[src/rtl/apu_pkg.sv]
// apu_pkg: shared APU audio types and I2S timing constants.
package apu_pkg;
    typedef logic signed [15:0] sample_t;
    localparam int CLK_PER_FRAME = 1024;
    localparam int I2S_SLOT_BITS = 32;
    localparam int I2S_BCLK_DIV  = 16;
endpackage

[src/rtl/i2s_timing.sv]
// i2s_timing: bclk divider and frame bit counter; emits wrap/frame-start events
// and the registered bclk/lrclk.
module i2s_timing import apu_pkg::*; #(
    parameter int BCLK_DIV  = I2S_BCLK_DIV,
    parameter int SLOT_BITS = I2S_SLOT_BITS
) (
    input  logic                             clk,
    input  logic                             rst_n,
    input  logic                             enable_i,
    output logic                             wrap_o,
    output logic                             frame_start_o,
    output logic [$clog2(2*SLOT_BITS)-1:0]   bit_nx_o,
    output logic                             bclk_o,
    output logic                             lrclk_o
);
    localparam int FRAME = 2 * SLOT_BITS;
    localparam int BW    = $clog2(FRAME);
    localparam int DW    = $clog2(BCLK_DIV);

    logic [DW-1:0] div_q, div_d;
    logic [BW-1:0] bit_q, bit_d;
    logic          bclk_q, bclk_d, lrclk_q, lrclk_d;

    // Parking at the last position makes the first enabled cycle a frame start.
    always_comb begin
        wrap_o        = enable_i && div_q == DW'(BCLK_DIV - 1);
        frame_start_o = wrap_o && bit_q == BW'(FRAME - 1);
        bit_nx_o      = bit_q == BW'(FRAME - 1) ? '0 : bit_q + BW'(1);
        div_d         = !enable_i ? DW'(BCLK_DIV - 1) : wrap_o ? '0 : div_q + DW'(1);
        bit_d         = !enable_i ? BW'(FRAME - 1) : wrap_o ? bit_nx_o : bit_q;
        bclk_d        = enable_i && !wrap_o && (div_q == DW'(BCLK_DIV / 2 - 1) || bclk_q);
        lrclk_d       = enable_i && (wrap_o ? bit_nx_o >= BW'(SLOT_BITS) : lrclk_q);
    end

    always_ff @(posedge clk) begin
        if (!rst_n) begin
            div_q   <= DW'(BCLK_DIV - 1);
            bit_q   <= BW'(FRAME - 1);
            bclk_q  <= 1'b0;
            lrclk_q <= 1'b0;
        end else begin
            div_q   <= div_d;
            bit_q   <= bit_d;
            bclk_q  <= bclk_d;
            lrclk_q <= lrclk_d;
        end
    end

    assign bclk_o  = bclk_q;
    assign lrclk_o = lrclk_q;
endmodule

[src/rtl/i2s_tx.sv]
// i2s_tx: stereo sample holding register and I2S serialiser; its frame start
// is the sample_strobe that paces the upstream APU.
module i2s_tx import apu_pkg::*; #(
    parameter int BCLK_DIV  = I2S_BCLK_DIV,
    parameter int SLOT_BITS = I2S_SLOT_BITS,
    parameter int DATA_BITS = 16
) (
    input  logic                 clk,
    input  logic                 rst_n,
    input  logic                 enable,
    input  logic                 in_valid,
    input  logic [DATA_BITS-1:0] in_left,
    input  logic [DATA_BITS-1:0] in_right,
    output logic                 in_ready,
    output logic                 sample_strobe,
    output logic                 i2s_bclk,
    output logic                 i2s_lrclk,
    output logic                 i2s_sdata,
    output logic                 underrun,
    input  logic                 underrun_clr
);
    localparam int BW = $clog2(2 * SLOT_BITS);
    localparam int XW = $clog2(DATA_BITS);

    logic                 wrap, frame_start, accept;
    logic [BW-1:0]        bit_nx, pos;
    logic [XW-1:0]        idx;
    logic [DATA_BITS-1:0] word;
    logic                 hold_full_q, hold_full_d, strobe_q, strobe_d;
    logic                 sdata_q, sdata_d, underrun_q, underrun_d;
    logic [DATA_BITS-1:0] hold_l_q, hold_l_d, hold_r_q, hold_r_d;
    logic [DATA_BITS-1:0] frame_l_q, frame_l_d, frame_r_q, frame_r_d;

    i2s_timing #(.BCLK_DIV(BCLK_DIV), .SLOT_BITS(SLOT_BITS)) u_timing (
        .clk           (clk),
        .rst_n         (rst_n),
        .enable_i      (enable),
        .wrap_o        (wrap),
        .frame_start_o (frame_start),
        .bit_nx_o      (bit_nx),
        .bclk_o        (i2s_bclk),
        .lrclk_o       (i2s_lrclk)
    );

    always_comb begin
        accept      = in_valid && !hold_full_q;
        hold_full_d = accept || (hold_full_q && !frame_start);
        hold_l_d    = accept ? in_left : hold_l_q;
        hold_r_d    = accept ? in_right : hold_r_q;
        frame_l_d   = frame_start ? (hold_full_q ? hold_l_q : '0) : frame_l_q;
        frame_r_d   = frame_start ? (hold_full_q ? hold_r_q : '0) : frame_r_q;
        strobe_d    = frame_start;
        underrun_d  = (frame_start && !hold_full_q) || (underrun_q && !underrun_clr);
        pos         = bit_nx >= BW'(SLOT_BITS) ? bit_nx - BW'(SLOT_BITS) : bit_nx;
        word        = bit_nx >= BW'(SLOT_BITS) ? frame_r_q : frame_l_q;
        idx         = XW'(BW'(DATA_BITS) - pos);
        // Slot position 0 is the I2S one-bit delay; the word follows MSB first.
        sdata_d     = enable && (wrap ? pos != '0 && pos <= BW'(DATA_BITS) && word[idx] : sdata_q);
    end

    always_ff @(posedge clk) begin
        if (!rst_n) begin
            hold_full_q <= 1'b0;
            strobe_q    <= 1'b0;
            sdata_q     <= 1'b0;
            underrun_q  <= 1'b0;
            hold_l_q    <= '0;
            hold_r_q    <= '0;
            frame_l_q   <= '0;
            frame_r_q   <= '0;
        end else begin
            hold_full_q <= hold_full_d;
            strobe_q    <= strobe_d;
            sdata_q     <= sdata_d;
            underrun_q  <= underrun_d;
            hold_l_q    <= hold_l_d;
            hold_r_q    <= hold_r_d;
            frame_l_q   <= frame_l_d;
            frame_r_q   <= frame_r_d;
        end
    end

    assign in_ready      = !hold_full_q;
    assign sample_strobe = strobe_q;
    assign i2s_sdata     = sdata_q;
    assign underrun      = underrun_q;
endmodule

[config.mk]
export PLATFORM = sky130hd
export DESIGN_NAME = i2s_tx
export DESIGN_NICKNAME = d
export VERILOG_FILES = /design/src/rtl/apu_pkg.sv /design/src/rtl/i2s_timing.sv /design/src/rtl/i2s_tx.sv
export SDC_FILE = /design/constraint.sdc
export NUM_CORES = 1
export LEC_CHECK = 0
export BUFFER_PORTS_ARGS = -buffer_cell sky130_fd_sc_hd__buf_2
export CORE_ASPECT_RATIO = 0.8
export CORE_MARGIN = 1
export CORE_UTILIZATION = 35
export DETAILED_ROUTE_END_ITERATION = 12
export PLACE_DENSITY = 0.52
export RECOVER_POWER = 100
export SLEW_MARGIN = 20
export SYNTH_ARGS = -nofsm -noshare
export SYNTH_HDL_FRONTEND = slang
export SYNTH_SLANG_ARGS = --single-unit
[constraint.sdc]
create_clock -name clk -period 2.85 [get_ports clk]
set_input_delay 0.285 -clock clk [delete_from_list [all_inputs] [get_ports clk]]
set_output_delay 0.285 -clock clk [all_outputs]
set_load 0.02 [all_outputs]
==> results.sh, run 1 <==
export IMPL_drv_cap=0
export IMPL_drc=0
export IMPL_critPathArrivalTime_ps=2710
export IMPL_cts_setup_buffers=0
export IMPL_multi_input_area_um2=1730
export IMPL_clock_sinks=80
export IMPL_ys_top_cells_by_count="nand2_1, dfxtp_1, a21boi_0"
export IMPL_seq_area_um2=1600
export IMPL_r2r_end="frame_r_q[15]"
export IMPL_yosysSeqAreaShare_pct=45.7
export IMPL_wl_per_cell_um=14.6
export IMPL_drt_iter0_markers=128
export IMPL_layout_setup_ws_ps=411
export IMPL_synth_top_cell_by_area="dfxtp_1"
export IMPL_synthFlopType="dfxtp_1"
export IMPL_switching_power_uw=759
export IMPL_worstSetupPathType="flop to flop"
export IMPL_rsz0062_at_grt="no"
export IMPL_core_um2=9690
export IMPL_cp_top_family="buffers and inverters"
export IMPL_final_area_um2=4120
export IMPL_outcome="finished clean"
export IMPL_cp_depth=7
export IMPL_max_clock_freq_ghz=0.410
export IMPL_clock_latency_ps=330
export IMPL_antenna_found_initial=0
export IMPL_tns_ps=0
export IMPL_syn_inst=392
export IMPL_area_growth_pct=17.4
export IMPL_num_rows=32
export IMPL_seqPwrFrac_pct=42.1
export IMPL_p_int_uw=2100
export IMPL_worstRegToRegCells=7
export IMPL_grt_start_max_net_pins=40
export IMPL_cp_start_kind="flop"
export IMPL_critPathMaxFanout=32
export IMPL_drive_gt1_share_pct=18.2
export IMPL_vdd_drop_max_uv=283
export IMPL_hpwl_um=5760
export IMPL_port_buffers=42
export IMPL_netlist_cell_type_count=57
export IMPL_grt_pass1_vias=2657
export IMPL_clock_skew_ps=8.32
export IMPL_cts_tree="done"
export IMPL_fillerInstances=1024
export IMPL_synth_area_um2=3510
export IMPL_setup_worst_path_end_class="flop"
export IMPL_cts_hold_buf=0
export IMPL_cpPeakStageDelay_ps=540
export IMPL_crit_path_cell_trace="ha_1 -> buf_4 -> nand3_1 -> nor2_1 -> and3_1 -> clkbuf_2 -> a22o_1"
export IMPL_maxSlewHeadroom_pct=8.06
export IMPL_ys_warn_count=0
export IMPL_min_path_type="input port to flop"
export IMPL_synth_edf_count=0
export IMPL_cts_buffers=9
export IMPL_grtUsageTotal_pct=16.9
export IMPL_worst_path_buf_inv=2
export IMPL_post_route_period_util_pct=85.6
export IMPL_grt_pass1_wl_um=13800
export IMPL_pwr_share_clk_pct=43.2
export IMPL_setup_violations=0
export IMPL_wl_um=8220
export IMPL_finalMaxSlewViolations=0
export IMPL_worst_pin_slew_ps=1380
export IMPL_rrSetupSlack_ps=410
export IMPL_hold_ws_ps=200
export IMPL_required_ps=3120
export IMPL_path_clk_slew_ps=60
export IMPL_vias=2832
export IMPL_cpMaxStageDelayCell="clkbuf_2"
export IMPL_period_needed_ps=2440
export IMPL_cts_resized=0
export IMPL_endpoint="frame_r_q[15]"
export IMPL_ys_seq_elements=80
export IMPL_p_leak_uw=0.00162
export IMPL_postRouteAntennaNets=0
export IMPL_switching_share_pct=26.6
export IMPL_die_w_um=114
export IMPL_hold_viol=0
export IMPL_routabilityCongestion=0.943
export IMPL_cellPowerDensity_nw_per_um2=694
export IMPL_power_frac_comb_pct=14.6
export IMPL_synth_area_per_cell_um2=8.95
export IMPL_htree_levels=3
export IMPL_initial_utilization_pct=36.2
export IMPL_post_dp_cell_area_um2=3820
export IMPL_finalNetCount=463
export IMPL_yosysMostFrequentCell="nand2_1"
export IMPL_async_flop_share_pct=0
export IMPL_r2r_start="u_timing.bit_q[1]"
export IMPL_post_drt_via_cell_ratio=5.01
export IMPL_first_pass_iters=4
export IMPL_synthTopCellsByArea="dfxtp_1, nand2_1, a22o_1"
export IMPL_synth_top_area_share_pct=45.7
export IMPL_clock_root_buffer="clkbuf_16"
export IMPL_io_pins=43
export IMPL_die_area_um2=10400
export IMPL_preCtsSetupSlack_ps=561
export IMPL_gr_total_overflow=0
export IMPL_crit_start="u_timing.bit_q[1]"
export IMPL_synth_nets=431
export IMPL_die_y_um=91.5
export IMPL_final_core_util_pct=42.5
export IMPL_num_antenna_cells=0
export IMPL_clk_path_buf_depth=2
-- through the flow --
step                      power [uW]  std cells
after global routing            3000        565
after floorplan                 1540        392
after detailed placement        1650        549
final                           2860        565
after global placement          1650        549
after CTS                       2900        565
-- per-layer routing --
layer / GRT usage [%] / routed length [um] / up-vias / part of all wire (%)
met5: 0 / 0 / - / 0
met4: 6.39 / 112 / 0 / 1.4
met3: 4.47 / 372 / 11 / 4.5
met2: 24.7 / 3490 / 67 / 42
met1: 23.7 / 4250 / 1301 / 52
li1: - / - / 1453 / -
-- cells in the final DEF, fill, tap and decap left out, types with 3 or more instances in the layout --
| cell | n |
|---|---|
| mux2i_1 | 4 |
| clkbuf_16 | 9 |
| inv_1 | 3 |
| a21oi_1 | 10 |
| o21ai_0 | 11 |
| nand3_1 | 10 |
| and3_1 | 7 |
| nand2_1 | 92 |
| buf_4 | 10 |
| nor3_1 | 4 |
| a22o_1 | 32 |
| nand4_1 | 6 |
| nand2b_1 | 3 |
| a21boi_0 | 36 |
| and2_1 | 3 |
| clkbuf_1 | 8 |
| buf_2 | 35 |
| nor2_1 | 7 |
| dfxtp_1 | 80 |
-- worst min-delay path: stages --
cell      delay (ps)
buf_2             90
nand2_1           40
a21boi_0          60
-- sequential cells by signal (all words and copies together), names as in the netlist --
signal / flops
hold_full_q: 1
frame_l_q: 16
frame_r_q: 16
u_timing.lrclk_o: 1
underrun: 1
i2s_sdata: 1
u_timing.bclk_o: 1
hold_l_q: 16
hold_r_q: 16
sample_strobe: 1
u_timing.bit_q: 6
u_timing.div_q: 4
-- worst min-delay path by stage --
stage	start	to	slack, ps	cells after the start
6_report	in_right[12]	hold_r_q[12]	200	3
5_1_grt	in_right[5]	hold_r_q[5]	200	3
4_1_cts	in_left[1]	hold_l_q[1]	190	3
2_1_floorplan	in_right[2]	hold_r_q[2]	430	2
3_5_place_dp	hold_l_q[7]	frame_l_q[7]	450	1
3_3_place_gp	hold_l_q[7]	frame_l_q[7]	450	1
-- power by group through the flow --
stage          Clock, uW  Combinational (uW)  Sequential (uW)
4_1_cts             1270                 425             1200
5_1_grt             1320                 472             1210
2_1_floorplan          0                 321             1220
3_5_place_dp           0                 423             1230
3_3_place_gp           0                 425             1230
6_report            1240                 419             1200
-- cells by family after synthesis --
kind of cell / Yosys count / share of synthesized area, %
adders and majority gates: 2 / 0.713
muxes: 7 / 2.32
and+or+nand+nor: 147 / 19.3
AOI/OAI and AO/OA: 119 / 26.7
buffers and inverters: 35 / 4.78
DFF: 80 / 45.7
xor gates and xnor gates: 2 / 0.500
-- layout make-up --
type,instances,share of cell area [%]
Clock buffer,10,5.56
Clock inverter,6,2.19
Inverter,3,0.273
Multi-Input combinational cell,277,42.1
Sequential cell,80,38.9
Tap cell,136,4.13
Timing Repair Buffer,53,6.84
Note: power is estimated with default switching activity, not from simulation.
==> run 2: changes to the inputs <==
--- a/config.mk
+++ b/config.mk
@@ -8,9 +8,9 @@
 export BUFFER_PORTS_ARGS = -buffer_cell sky130_fd_sc_hd__buf_2
 export CORE_ASPECT_RATIO = 0.8
 export CORE_MARGIN = 1
-export CORE_UTILIZATION = 35
+export CORE_UTILIZATION = 37
 export DETAILED_ROUTE_END_ITERATION = 12
-export PLACE_DENSITY = 0.52
+export PLACE_DENSITY = 0.54
 export RECOVER_POWER = 100
 export SLEW_MARGIN = 20
 export SYNTH_ARGS = -nofsm -noshare
==> run 2 against run 1 <==
Cell area is 1.8% lower; wire length is 3.2% lower; non-clock buffer count is 1 lower; critical path depth stayed put; combinational power is 1% lower; worst hold slack worse by 8.6 ps; first-iteration DRC count is 22% lower; count of clock-buffer cells in the layout stayed put; global-route usage is 0.17 points higher; maximum frequency is 0.81% lower.
==> results.sh, run 2 (same netlist as run 1, synthesis figures left out) <==
export IMPL_outcome="finished clean"
export IMPL_num_antenna_cells=0
export IMPL_final_area_um2=4050
export IMPL_grt_pass1_wl_um=13100
export IMPL_area_growth_pct=15.3
export IMPL_grt_pass1_vias=2545
export IMPL_rsz0062_at_grt="no"
export IMPL_io_pins=43
export IMPL_post_drt_via_cell_ratio=5.14
export IMPL_port_buffers=42
export IMPL_cts_tree="done"
export IMPL_preCtsSetupSlack_ps=458
export IMPL_clock_root_buffer="clkbuf_16"
export IMPL_max_clock_freq_ghz=0.407
export IMPL_cts_resized=0
export IMPL_post_route_period_util_pct=86.3
export IMPL_num_rows=31
export IMPL_finalNetCount=462
export IMPL_final_cell_mix="nand2_1, dfxtp_1, a21boi_0"
export IMPL_min_path_type="input port to flop"
export IMPL_core_um2=9110
export IMPL_drv_cap=0
export IMPL_period_needed_ps=2460
export IMPL_gr_total_overflow=0
export IMPL_die_area_um2=9870
export IMPL_grtUsageTotal_pct=17.1
export IMPL_setup_worst_path_end_class="flop"
export IMPL_cts_setup_buffers=0
export IMPL_cellPowerDensity_nw_per_um2=665
export IMPL_hold_ws_ps=192
export IMPL_initial_utilization_pct=38.5
export IMPL_path_clk_slew_ps=60
export IMPL_cp_top_family="buffers and inverters"
export IMPL_drive_gt1_share_pct=18.0
export IMPL_grt_start_max_net_pins=40
export IMPL_hold_viol=0
export IMPL_clock_sinks=80
export IMPL_final_common_cell="nand2_1"
export IMPL_cts_hold_buf=0
export IMPL_cts_buffers=9
export IMPL_vias=2792
export IMPL_worstSetupPathType="flop to flop"
export IMPL_crit_path_cell_trace="ha_1 -> buf_4 -> nand3_1 -> nor2_1 -> and3_1 -> clkbuf_2 -> a22o_1"
export IMPL_drt_iter0_markers=100
export IMPL_vdd_drop_max_uv=365
export IMPL_cpMaxStageDelayCell="dfxtp_1"
export IMPL_worst_pin_slew_ps=1400
export IMPL_worst_path_buf_inv=2
export IMPL_required_ps=3130
export IMPL_postRouteAntennaNets=0
export IMPL_first_pass_iters=4
export IMPL_cp_start_kind="flop"
export IMPL_wl_per_cell_um=14.7
export IMPL_critPathMaxFanout=32
export IMPL_htree_levels=3
export IMPL_hpwl_um=5670
export IMPL_layout_setup_ws_ps=391
export IMPL_clk_path_buf_depth=2
export IMPL_critPathArrivalTime_ps=2740
export IMPL_maxSlewHeadroom_pct=6.59
export IMPL_cpPeakStageDelay_ps=540
export IMPL_finalMaxSlewViolations=0
export IMPL_routabilityCongestion=0.860
export IMPL_p_leak_uw=0.00160
export IMPL_tns_ps=0
export IMPL_die_w_um=111
export IMPL_setup_violations=0
export IMPL_clock_skew_ps=6.83
export IMPL_post_dp_cell_area_um2=3780
export IMPL_die_y_um=89.1
export IMPL_wl_um=7960
export IMPL_clock_latency_ps=340
export IMPL_antenna_found_initial=0
export IMPL_drc=0
-- run 2: changes by cell type in the layout (fill, tap and decap cells not counted) --
cell and delta:
and2_0 -1, and2_1 +1, buf_4 -1, bufinv_16 -2
clkinv_2 -1, clkinv_4 +3
-- run 2: layer usage --
metal | track usage, % | up-vias | share of wire (%)
met3 | 3.73 | 9 | 3.6
met2 | 24.8 | 52 | 43
met1 | 24.5 | 1268 | 52
met4 | 7.39 | 0 | 1.6
li1 | - | 1463 | -
met5 | 0 | - | 0
-- run 2: cell type report --
class                      count  area (um2)
fill                         902        5070
multi-input combinational    277        1730
sequential                    80        1600
timing repair buffer          52         274
clock buffer                  10         229
tap                          115         144
clock inverter                 6        51.3
inverter                       3        11.3
-- run 2: metrics by stage --
stage          instances  utilization [%]  power, uW
2_1_floorplan        392                -       1540
3_3_place_gp         527             41.5       1650
3_5_place_dp         527             41.5       1650
4_1_cts              543             44.6       2720
5_1_grt              543             44.4       2820
6_report             543             44.4       2690
-- run 2: final timing paths --
kind | from | end | slack [ps] | cells after the start
setup reg to reg | u_timing.bit_q[1] | frame_l_q[8] | 390 | 7
setup / recovery | u_timing.bit_q[1] | frame_l_q[8] | 390 | 7
hold / removal | in_right[11] | hold_r_q[11] | 190 | 3
hold reg to reg | hold_l_q[6] | hold_l_q[6] | 470 | 2
-- run 2: report_power, final --
part / total, uW / internal (uW) / switching, uW
logic: 413 / 158 / 255
registers: 1210 / 1170 / 42.1
clock network: 1070 / 600 / 466
-- run 2: worst min-delay path: stages --
cell      delay, ps
buf_2            90
nand2_1          40
a21boi_0         60
